`config.mk`:
```
export PLATFORM = sky130hd
export DESIGN_NAME = apb_regfile_slave
export DESIGN_NICKNAME = d
export VERILOG_FILES = /design/src/rtl/apb_regfile_slave.sv
export SDC_FILE = /design/constraint.sdc
export NUM_CORES = 1
export LEC_CHECK = 0
export ABC_AREA = 1
export BUFFER_PORTS_ARGS = -buffer_cell sky130_fd_sc_hd__buf_2
export CORE_MARGIN = 5
export CORE_UTILIZATION = 65
export DETAILED_ROUTE_END_ITERATION = 10
export PLACE_DENSITY = 0.83
export SETUP_SLACK_MARGIN = 0.4
export SLEW_MARGIN = 20
export SYNTH_ARGS = -nofsm -noshare
export SYNTH_HDL_FRONTEND = slang
export SYNTH_SLANG_ARGS = --single-unit
export TNS_END_PERCENT = 100
```
`constraint.sdc`:
```
create_clock -name PCLK -period 3.5 [get_ports PCLK]
set_clock_uncertainty 0.2 [all_clocks]
set_input_delay 0.35 -clock PCLK [delete_from_list [all_inputs] [get_ports PCLK]]
set_output_delay 0.35 -clock PCLK [all_outputs]
set_load 0.005 [all_outputs]
```
`src/rtl/apb_regfile_slave.sv`:
```
// APB completer exposing a bank of read/write registers with fixed wait states.
// Register 0 is a read-only ID; out-of-range or misaligned accesses answer PSLVERR.
module apb_regfile_slave #(
   parameter int unsigned           ADDR_WIDTH  = 32,
   parameter int unsigned           DATA_WIDTH  = 32,
   parameter int unsigned           NUM_REGS    = 16,
   parameter int unsigned           WAIT_CYCLES = 0,
   parameter logic [DATA_WIDTH-1:0] ID_VALUE    = 'hA9B0_0001
) (
   input  logic                  PCLK,
   input  logic                  PRESETn,
   input  logic [ADDR_WIDTH-1:0] PADDR,
   input  logic                  PSEL,
   input  logic                  PENABLE,
   input  logic                  PWRITE,
   input  logic [DATA_WIDTH-1:0] PWDATA,
   output logic [DATA_WIDTH-1:0] PRDATA,
   output logic                  PREADY,
   output logic                  PSLVERR
);

   localparam int unsigned IdxW = (NUM_REGS > 1) ? $clog2(NUM_REGS) : 1;

   typedef enum logic [1:0] {StIdle, StWait, StResp} state_e;

   state_e                state_q, state_d;
   logic [3:0]            cnt_q, cnt_d;
   logic [IdxW-1:0]       idx_q, idx_d;
   logic                  wr_q, wr_d;
   logic                  err_q, err_d;
   logic [DATA_WIDTH-1:0] wdata_q, wdata_d;
   logic [DATA_WIDTH-1:0] prdata_q, prdata_d;
   logic                  pready_q, pready_d;
   logic                  pslverr_q, pslverr_d;
   logic [DATA_WIDTH-1:0] regs_q [NUM_REGS];
   logic                  reg_we;

   logic [IdxW-1:0]       setup_idx;
   logic                  setup_err;
   logic [DATA_WIDTH-1:0] setup_rdata;
   logic [DATA_WIDTH-1:0] held_rdata;

   assign setup_idx = PADDR[IdxW+1:2];
   assign setup_err = ((PADDR >> 2) >= ADDR_WIDTH'(NUM_REGS)) || (PADDR[1:0] != 2'b00);

   // Read data is selected from live bus values when there are no wait states,
   // otherwise from the values latched at setup.
   always_comb begin
      setup_rdata = '0;
      held_rdata  = '0;
      if (!PWRITE && !setup_err) begin
         setup_rdata = (setup_idx == '0) ? ID_VALUE : regs_q[setup_idx];
      end
      if (!wr_q && !err_q) begin
         held_rdata = (idx_q == '0) ? ID_VALUE : regs_q[idx_q];
      end
   end

   always_comb begin
      state_d   = state_q;
      cnt_d     = cnt_q;
      idx_d     = idx_q;
      wr_d      = wr_q;
      err_d     = err_q;
      wdata_d   = wdata_q;
      prdata_d  = prdata_q;
      pready_d  = pready_q;
      pslverr_d = pslverr_q;
      reg_we    = 1'b0;

      unique case (state_q)
         StIdle: begin
            pready_d  = 1'b0;
            pslverr_d = 1'b0;
            prdata_d  = '0;
            if (PSEL && !PENABLE) begin
               idx_d   = setup_idx;
               wr_d    = PWRITE;
               err_d   = setup_err;
               wdata_d = PWDATA;
               if (WAIT_CYCLES == 0) begin
                  state_d   = StResp;
                  pready_d  = 1'b1;
                  pslverr_d = setup_err;
                  prdata_d  = setup_rdata;
               end else begin
                  state_d = StWait;
                  cnt_d   = 4'(WAIT_CYCLES);
               end
            end
         end

         StWait: begin
            if (!PSEL) begin
               state_d = StIdle;
               cnt_d   = '0;
            end else if (PENABLE) begin
               cnt_d = cnt_q - 4'd1;
               if (cnt_q == 4'd1) begin
                  state_d   = StResp;
                  pready_d  = 1'b1;
                  pslverr_d = err_q;
                  prdata_d  = held_rdata;
               end
            end
         end

         StResp: begin
            if (!PSEL || PENABLE) begin
               // Completion and abort share the exit; only completion may write.
               reg_we    = PSEL && wr_q && !err_q && (idx_q != '0);
               state_d   = StIdle;
               cnt_d     = '0;
               pready_d  = 1'b0;
               pslverr_d = 1'b0;
               prdata_d  = '0;
            end
         end

         default: begin
            state_d   = StIdle;
            pready_d  = 1'b0;
            pslverr_d = 1'b0;
            prdata_d  = '0;
         end
      endcase
   end

   always_ff @(posedge PCLK or negedge PRESETn) begin
      if (!PRESETn) begin
         state_q   <= StIdle;
         cnt_q     <= '0;
         idx_q     <= '0;
         wr_q      <= 1'b0;
         err_q     <= 1'b0;
         wdata_q   <= '0;
         prdata_q  <= '0;
         pready_q  <= 1'b0;
         pslverr_q <= 1'b0;
      end else begin
         state_q   <= state_d;
         cnt_q     <= cnt_d;
         idx_q     <= idx_d;
         wr_q      <= wr_d;
         err_q     <= err_d;
         wdata_q   <= wdata_d;
         prdata_q  <= prdata_d;
         pready_q  <= pready_d;
         pslverr_q <= pslverr_d;
      end
   end

   always_ff @(posedge PCLK or negedge PRESETn) begin
      if (!PRESETn) begin
         for (int i = 0; i < NUM_REGS; i++) begin
            regs_q[i] <= '0;
         end
      end else if (reg_we) begin
         regs_q[idx_q] <= wdata_q;
      end
   end

   assign PRDATA  = prdata_q;
   assign PREADY  = pready_q;
   assign PSLVERR = pslverr_q;

endmodule

```
# Word level (Yosys, flattened, before mapping)
# Cells that the tools add are included.
# totals
reg_bits	590
in_bits	69
out_inout_bits	34
elab_cells	109
# op_classes
addsub	1
magnitude_cmp	4
eq_ne	10
muxes	42
n_bitwise	2
n_reduce_logical	25
# ops
op	n
512-bit bitwise mux	1
32-bit 2-to-1 mux	14
32-bit binary-select mux with 4-bit select	2
32-bit demux with 4-bit select	1
32-bit case mux with 3 select lines	1
30-bit by 5-bit >= comparator with 1-bit output, second input constant	1
4-bit 2-to-1 mux	3
1-bit 2-to-1 mux	11
5-bit >= comparator, second input constant	2
2-bit 2-to-1 mux	5
2-bit inequality test, second input constant	5
4-bit NOT with 5-bit output	2
4-bit zero test	2
4-bit case mux with 2 select lines	1
4-bit AND reduction	2
1-bit logical AND	7
1-bit zero test	6
3-bit inequality test, second input constant	2
1-bit case mux with 3 select lines	2
2-bit case mux with 3 select lines	1
5-bit by 1-bit less-than comparator with 1-bit output, second input constant	1
4-bit by 1-bit == test with 1-bit output, second input constant	1
2-bit nonzero test	2
4-bit nonzero test	1
7 further kinds	8

# Logic depth before layout (Yosys ltp)
# depth
ltp_word	10
ltp_mapped	13
mapped_depth_nobuf	10

# Worst setup path after synthesis
# Ideal clock, no wire load.
# synth_timing
path_type	input-to-reg
startpoint	in PSEL
endpoint	reg prdata_q[10] (netlist: PRDATA[10])
setup_time_ps	66
arrival_ps	1640
required_ps	3234
slack_ps	1594
stages	12
path_buffers	2
cell_sequence	inv_1 nor2_1 ha_1 clkbuf_1 inv_1 nand3_1 nor2_1 nand3_1 nor2_1 buf_2 nand2_1 nand2_1
# synth_between
elab_chain_cells	4
elab_cells_between_ends	8
cone_classes	eq/ne (2); mux (2); reduce/logical (4)
# synth_rtl
element	line	rtl
from (decl)	13	input logic PSEL,
1-bit zero test	109	if (!PSEL || PENABLE) begin
1-bit logical OR	109	
2-bit inequality test (no source line)	--	
4-bit AND reduction (no source line)	--	
to (signal assigned)	147	prdata_q <= prdata_d;
to (decl)	32	logic [DATA_WIDTH-1:0] prdata_q, prdata_d;
# Several ways; a longest one is shown, not always the timed one.
# A chain may end at the register's enable or synchronous reset.

# Final worst setup path
# layout_timing
startpoint	in PADDR[0]
endpoint	reg prdata_q[2] (netlist: PRDATA[2])
# layout_between
elab_chain_cells	7
# layout_rtl
element	line	rtl
from (decl)	12	input logic [ADDR_WIDTH-1:0] PADDR,
2-bit nonzero test	44	assign setup_err = ((PADDR >> 2) >= ADDR_WIDTH'(NUM_REGS)) || (PADDR[1:0] != 2'b00);
1-bit logical OR	44	
1-bit zero test	51	if (!PWRITE && !setup_err) begin
1-bit logical AND	51	
32-bit 2-to-1 mux	51	
32-bit 2-to-1 mux	76	if (PSEL && !PENABLE) begin
32-bit case mux with 3 select lines	71	unique case (state_q)
# Every way passes these cells.

==> impl_metrics.ini <==
[outcome]
status = completed

[clocking]
postCtsSetupBuffers = 0
cts_max_level = 2
cts_root_buffer = clkbuf_16
cts.sinks = 577
cts_inserted_buffers = 59
cts_tree = done
clkLatencyLatePin_ps = 620
clockBufferDepth = 3
clk_pin_slew_ps = 60

[floorplanning]
die_w_um = 213
core_area_um2 = 40800
row_count = 74
start_util = 0.656
die_area_um2 = 45400
die_height_um = 213
io_pins = 103

[logic_synthesis]
ys.flop_type = dfrtp_1
ys_ff_latch = 577
synthCells = 3526
postSynth.asyncResetShare = 1.00
synth.distinct_cells = 27
yosysSeqAreaShare = 0.539
netlist_area_um2 = 26800
synth_edf_count = 0
syn_nets = 3597
ys_warn_count = 0
avgSynthCellArea_um2 = 7.60

[sta]
rsz0062_at_grt = false
hold_slack_ps = 34.2
hold_violations = 0
finalSetupTns_ps = 0
max_freq_ghz = 0.342
slew_violations = 0
setup_viol = 0
min_period_ps = 2920
fin_crit_sh = 0.835
relSlewSlack = 0.375
tightest_slew_ps = 938

[critical_path]
worstSetupStartpointType = primary input
worst_ep_arrival_time_ps = 3270
slowest_delay_ps = 560
crit_chain = dlygate4sd3_1 > buf_2 > nor2_1 > dlygate4sd3_1 > nand2_1 > dlygate4sd3_1 > nor2_1 > nand3_1 > nor2_4 > buf_8 > nand2_1 > nand2_1
crit_type = primary input to register
cp.required_ps = 3840
critPathSlowestCell = dlygate4sd3_1
cp-end-kind = register
worstPathMaxFanout = 24

[global_route]
grt_pass1_wl_um = 121000
grt-ovfl-total = 0
grt.total_usage = 0.335
grt_pass1_vias = 23394
grt_antenna_before_repair = 3
grt_max_degree = 133

[placement]
dp_hpwl_um = 41500
portBuffers = 102
placed_cells = 3942
place_congestion = 0.824

[worst_hold_path]
hp-class = primary input to asynchronous set/reset pin

[detailed_routing]
vias = 23658
viasPerCell = 5.78
drc = 0
ant_nets = 0
drt_first_iter_violations = 2948
drt-pass1-iter-count = 6
routed_wirelength_um = 74900
post_drt_wl_per_cell_um = 18.3

[final_layout]
drive_gt1_frac = 0.0768
nets = 3581
syn_to_final_growth_pct = 12.0
layout.cells.non_filler = 4090

[power]
p_leak_nw = 15.1
vdd_drop_max_uv = 413
p_per_area_nw_per_um2 = 543

[flow_run]
cap_violations = 0
-- area by class of cell --
class	count	area, um2
sequential	577	14400
fill	2888	10800
multi-input combinational	2307	9840
clock buffer	88	1800
timing repair buffer	183	1550
inverter	382	1440
tap	532	666
clock inverter	20	275
antenna	1	2.50
-- layer usage --
metal,up-vias,part of all wire,GRT usage
met3,295,0.096,0.0685
met5,-,0,0
li1,10831,-,-
met4,0,0.053,0.164
met1,11295,0.39,0.449
met2,1237,0.46,0.530
-- stage by stage --
stage,power (W),utilization,instance area [um2],setup WS [ps]
after floorplan,0.00885,-,26800,1590
after global placement,0.00953,0.674,27500,773
after detailed placement,0.00963,0.674,27500,945
after CTS,0.0163,0.735,30000,502
after global routing,0.0169,0.735,30000,428
final,0.0163,0.735,30000,578
-- Yosys cell counts (5+ instances only) --
cell | number | area share
nor2_1 | 91 | 0.013
nand2_2 | 15 | 0.0035
inv_1 | 379 | 0.053
nand2_1 | 1378 | 0.19
dfrtp_1 | 577 | 0.54
nand3_1 | 249 | 0.047
buf_2 | 85 | 0.016
clkbuf_1 | 149 | 0.021
buf_4 | 5 | 0.0014
buf_1 | 19 | 0.0027
o21ai_0 | 554 | 0.10
-- where the power goes --
part	internal, W	switching [W]
clock	0.00404	0.00264
sequential	0.00712	0.000210
combinational	0.000495	0.00180
total	0.0117	0.00465
-- state kept, by name (all words and copies together), names as in the netlist --
| name | flops |
|---|---|
| idx_q | 4 |
| err_q | 1 |
| state_q | 1 |
| PRDATA | 32 |
| wdata_q | 32 |
| PSLVERR | 1 |
| regs_q | 504 |
| wr_q | 1 |
| PREADY | 1 |
-- worst paths after layout --
path / end / slack, ps / start / cells past startpoint
min in group PCLK: PSLVERR / 40 / PSEL / 6
worst min-delay path: wdata_q[22] / 30 / PRESETn / 2
worst max register to register: regs_q[46] / 940 / idx_q[0] / 8
max in group asynchronous: regs_q[265] / 2040 / PRESETn / 3
worst min register to register: regs_q[502] / 170 / regs_q[502] / 0
worst max-delay path: PRDATA[2] / 580 / PADDR[0] / 12
-- logic make-up after synthesis --
family	count (synthesis)	share of synthesized area
AO/OA/AOI/OAI	559	0.105
XOR/XNOR	1	0.000327
adder cells (fa/ha/maj)	2	0.000934
buffers and inverters	642	0.0948
flip-flops	577	0.539
AND/OR/NAND/NOR	1745	0.260
-- placed cells by master (no fill, tap or decap), types with 2 or more instances in the layout --
master and count:
dfrtp_1 577, o21ai_1 3, nor2_1 88, nand3b_4 2
clkbuf_16 61, buf_12 23, nand2_1 1378, buf_4 18
clkbuf_1 10, nor2_4 6, dlygate4sd3_1 39, clkbuf_8 17
nand3_1 249, nand2_2 15, clkinv_2 14, buf_8 2
inv_1 378, and2_1 2, o21ai_0 554, bufinv_16 7
buf_2 99
-- what timing repair did --
item,in CTS,in global routing
hold buffers,39,0
hold endpoints to repair,555,0
resized for setup,0,3
setup endpoints to repair,0,24
-- worst max-delay path: cells and delay by family --
family,cells,cell delay [ps]
simple gates,7,830
buf+inv,5,2070
No activity file was read; power rests on OpenSTA's default activity.
